## src/rtl/md_unit.sv

```systemverilog
// md_unit: radix-2 iterative MULT/MULTU/DIV/DIVU unit with architectural HI/LO.
// Define MD_EARLY_OUT_EN to let multiplies exit once the remaining multiplier magnitude is zero.
module md_unit #(
  parameter int WIDTH = 32,
  parameter int CNT_W = 6
) (
  input  logic             clk,
  input  logic             rst_n,
  input  logic             start,
  input  logic [1:0]       op,
  input  logic [WIDTH-1:0] SrcA,
  input  logic [WIDTH-1:0] SrcB,
  input  logic             hi_we,
  input  logic             lo_we,
  input  logic [WIDTH-1:0] wdata,
  output logic             busy,
  output logic             done,
  output logic [WIDTH-1:0] HI,
  output logic [WIDTH-1:0] LO
);
  typedef enum logic [1:0] {IDLE, ITER, FIN} state_t;
  state_t state;
  logic [CNT_W-1:0] cnt;
  logic [2*WIDTH-1:0] acc, mc, acc_n;
  logic [WIDTH-1:0] mb, ma_n, mb_n;
  logic [WIDTH:0] r, rs;
  logic mul, neg_h, neg_l, sa, sb, ge, last, early;
  always_comb begin
    sa = ~op[0] & SrcA[WIDTH-1];
    sb = ~op[0] & SrcB[WIDTH-1];
    ma_n = sa ? -SrcA : SrcA;
    mb_n = sb ? -SrcB : SrcB;
    r = {acc[2*WIDTH-1:WIDTH], acc[WIDTH-1]};
    rs = r - {1'b0, mc[WIDTH-1:0]};
    ge = r >= {1'b0, mc[WIDTH-1:0]};
    // divide: restoring step on {remainder, dividend/quotient}; multiply: add shifted multiplicand
    acc_n = mul ? acc + (mb[0] ? mc : '0)
                : {ge ? rs[WIDTH-1:0] : r[WIDTH-1:0], acc[WIDTH-2:0], ge};
    last = cnt == CNT_W'(WIDTH - 1) || early;
  end
`ifdef MD_EARLY_OUT_EN
  assign early = mul && mb[WIDTH-1:1] == '0;
`else
  assign early = 1'b0;
`endif
  always_ff @(posedge clk or negedge rst_n) begin
    if (!rst_n) begin
      state <= IDLE;
      busy  <= 1'b0;
      done  <= 1'b0;
      HI    <= '0;
      LO    <= '0;
      cnt   <= '0;
      acc   <= '0;
      mc    <= '0;
      mb    <= '0;
      mul   <= 1'b0;
      neg_h <= 1'b0;
      neg_l <= 1'b0;
    end else begin
      done <= 1'b0;
      if (state == IDLE && hi_we) HI <= wdata;
      if (state == IDLE && lo_we) LO <= wdata;
      case (state)
        IDLE: if (start) begin
          busy  <= 1'b1;
          cnt   <= '0;
          mul   <= ~op[1];
          mb    <= mb_n;
          mc    <= {{WIDTH{1'b0}}, op[1] ? mb_n : ma_n};
          if (op[1] && SrcB == '0) begin
            state <= FIN;
            acc   <= {SrcA, {WIDTH{1'b1}}};
            neg_h <= 1'b0;
            neg_l <= 1'b0;
          end else begin
            state <= ITER;
            acc   <= op[1] ? {{WIDTH{1'b0}}, ma_n} : '0;
            neg_h <= sa;
            neg_l <= sa ^ sb;
          end
        end
        ITER: begin
          acc   <= acc_n;
          mc    <= mul ? mc << 1 : mc;
          mb    <= mb >> 1;
          cnt   <= cnt + 1'b1;
          state <= last ? FIN : ITER;
        end
        FIN: begin
          state <= IDLE;
          busy  <= 1'b0;
          done  <= 1'b1;
          if (mul) {HI, LO} <= neg_l ? -acc : acc;
          else begin
            HI <= neg_h ? -acc[2*WIDTH-1:WIDTH] : acc[2*WIDTH-1:WIDTH];
            LO <= neg_l ? -acc[WIDTH-1:0] : acc[WIDTH-1:0];
          end
        end
        default: state <= IDLE;
      endcase
    end
  end
endmodule

```

## config.mk

```make
export PLATFORM = sky130hd
export DESIGN_NAME = md_unit
export DESIGN_NICKNAME = d
export VERILOG_FILES = /design/src/rtl/md_unit.sv
export SDC_FILE = /design/constraint.sdc
export NUM_CORES = 1
export LEC_CHECK = 0
export ABC_AREA = 0
export CAP_MARGIN = 20
export CELL_PAD_IN_SITES_DETAIL_PLACEMENT = 0
export CELL_PAD_IN_SITES_GLOBAL_PLACEMENT = 1
export CORE_MARGIN = 4
export CORE_UTILIZATION = 48
export DETAILED_ROUTE_END_ITERATION = 8
export PLACE_DENSITY = 0.92
export RECOVER_POWER = 100
export SYNTH_ARGS = -nofsm -noshare
export SYNTH_HDL_FRONTEND = slang
export SYNTH_SLANG_ARGS = --single-unit
```

## constraint.sdc

```tcl
create_clock -name clk -period 9.5 [get_ports clk]
set_clock_uncertainty 0.2 [all_clocks]
set_input_delay 1.425 -clock clk [delete_from_list [all_inputs] [get_ports clk]]
set_output_delay 1.425 -clock clk [all_outputs]
set_load 0.1 [all_outputs]
```

==> reports/metrics.cfg <==
[outcome]
outcome=finished with violations
violations=max-capacitance violations, max-slew violations

[synth]
yosysTopAreaCellShare_pct=29.2
synth_area_leaders=dfrtp_1 (29%), a21oi_1 (6.5%), ha_1 (6.2%)
ys_ff_latch=237
async_reset_ff_share_pct=100
yosysWarnings=0
synth_area_per_cell_um2=7.73
ys_seq_area_share_pct=29.2
syn_inst=2630
ys.flop_type=dfrtp_1
synthDistinctLibCells=81
synth_edf_count=0
syn_nets=2835
synth_top_area_cell=dfrtp_1
synth_area_mm2=0.0203

[worst_hold_path]
hold_class=register to register

[global_routing]
grtUsageMet2_pct=54.6
grt_util_met3_pct=7.27
first_global_vias=19861
grt_first_pass_wirelength_um=125000
grt_max_degree=88
grt_overflow=0
antenna_found_initial=4
grt.met1_usage_pct=48.9
grt.busiest_layer=met2
grt_use_total_pct=35.9

[worst_setup_path]
crit_path_end_kind=register
cp_max_fo=27
r2r_slack_ns=2.96
required_ns=9.77
slowest_delay_ns=1.17
crit_path_start_kind=input pin
worstPathCellList=dlygate4sd3_1 > or4_1 > nor4b_1 > nand2b_1 > nor4_1 > and2_0 > and4b_1 > clkbuf_1 > and2_0 > clkbuf_1 > a222oi_1 > o21ai_0
critical_path_arrival_ns=7.27
slowest_stage=clkbuf_1
critPathKind=input pin to register

[die]
die_area_mm2=0.0457
core_mm2=0.0419
rows=75
die_w_um=214
die_height_um=214
start_util_pct=48.5
ios=169

[final_layout]
mostFrequentLayoutCells=nand2_1 (281), nor2_1 (269), a21oi_1 (264), dfrtp_1 (236), o21ai_0 (214)
postLayoutCoreUtil_pct=55.9
mostFrequentLayoutCell=nand2_1
register_area_mm2=0.00593
fill_cells=3956
nets=2909
diodes=0
multi_input_area_mm2=0.0135
area_growth_pct=15.2
drive_above_1_share_pct=4.63
design_area_mm2=0.0234

[timing]
rsz0062_at_grt=no
min_period_ns=7.00
min_period_over_period_pct=73.6
timing.hold.ws_ns=0.267
slew_headroom_pct=-262
setup_viol=0
tns_ns=0
drv_slew=345
worst_slew_pin_slew_ns=5.43
hold_viol=0
timing.fmax_mhz=143

[drt]
avgRoutedWirePerCell_um=25.9
drtAntennaViolNets=0
num_vias=21082
drcViolationCount=0
drt-total-wl_um=84600
viasPerCell=6.46
drt-initial-drc-count=2347
drt-pass1-iter-count=6

[clocking]
h-tree-depth=1
clk_pin_slew_ns=0.06
clock_sinks=237
cts_resized=0
cts-root-buf=clkbuf_16
clockBufferDepth=3
cts_buffers=29
cts_tree=done
cts_hold_buf=0
clk_latency_ns=0.58
cts_setup_buffers=0

[place]
port_buffers=168
place.gp.congestion=1.01
hpwl_um=64800
place_area_mm2=0.0224

[pwr]
p_leak_nw=10.1
p_per_area_mw_per_mm2=422
power.total_mw=9.88
ir_drop_v=0.000254

[flow_run]
maxCapViolCount=6

## flip-flops by register name (all words and copies together) (netlist names), 2 cells and up
| name | flops |
|---|---|
| acc | 64 |
| LO | 32 |
| cnt | 6 |
| HI | 32 |
| mc | 64 |
| mb | 32 |
| state | 2 |
## logic make-up (layout without fill, tap and decap cells)
kind of cell,count (synthesis),in the layout,synth area share [%]
buffers and inverters,242,335,4.64
multiplexers,33,33,1.69
AO/OA/AOI/OAI,912,912,28.5
XOR/XNOR,201,201,8.66
adder cells (fa/ha/maj),102,102,6.35
AND/OR/NAND/NOR,903,903,20.9
flip-flops,237,237,29.2
## stage by stage
stage / std cells / setup WS, ns
after global placement: 3210 / 4.16
after global routing: 3262 / 2.15
final: 3262 / 2.50
after floorplan: 2630 / 5.35
after CTS: 3260 / 4.52
after detailed placement: 3210 / 4.08
## area by class of cell
class	instances	share of cell area (%)
Multi-Input combinational cell	2151	57.7
Tap cell	539	2.88
Inverter	75	1.20
Sequential cell	237	25.3
Timing Repair Buffer	210	8.51
Clock inverter	13	0.935
Clock buffer	37	3.48
## worst paths after layout
kind                                       from                  end  cells after the start
setup / recovery                        SrcB[9]  acc[38]$_DFFE_PN0P_                     12
hold / removal               HI[26]$_DFFE_PN0P_   HI[26]$_DFFE_PN0P_                      2
setup reg to reg           state[0]$_DFFE_PN0P_   LO[26]$_DFFE_PN0P_                      6
hold reg to reg              HI[26]$_DFFE_PN0P_   HI[26]$_DFFE_PN0P_                      2
max in group asynchronous                 rst_n  acc[32]$_DFFE_PN0P_                      1
min in group asynchronous                 rst_n    HI[2]$_DFFE_PN0P_                      1
## cells in the mapped netlist, drive strengths merged (30+ instances only)
cell    number
a211oi      52
nand2      282
clkbuf     144
o21ai      217
inv         74
a31oi       30
xnor2      128
a21o        58
dfrtp      237
o31ai       65
a21oi      265
ha         100
and2        80
nor2       272
a22o        34
nor3        45
xor2        73
nand3       48
## per-layer routing
layer / part of all wire (%) / vias to the layer above / wire length [µm]
met3: 9.4 / 236 / 7950
met1: 42 / 10033 / 35300
met4: 6.4 / 6 / 5400
li1: - / 9671 / -
met2: 42 / 1136 / 35900
met5: 0.039 / - / 33
## power by group
| part | internal, mW | switching [mW] | leakage, nW |
|---|---|---|---|
| Sequential | 1.46 | 0.598 | 2.92 |
| Clock | 0.762 | 0.481 | 0.515 |
| Combinational | 2.21 | 4.37 | 6.67 |
| Total | 4.44 | 5.45 | 10.1 |
## worst max-delay path, delay by kind of cell
family	cells	cell delay [ns]
and+or+nand+nor	7	2.59
buffers and inverters	3	2.66
AOI/OAI and AO/OA	2	0.55
(Power assumes the default switching activity.)
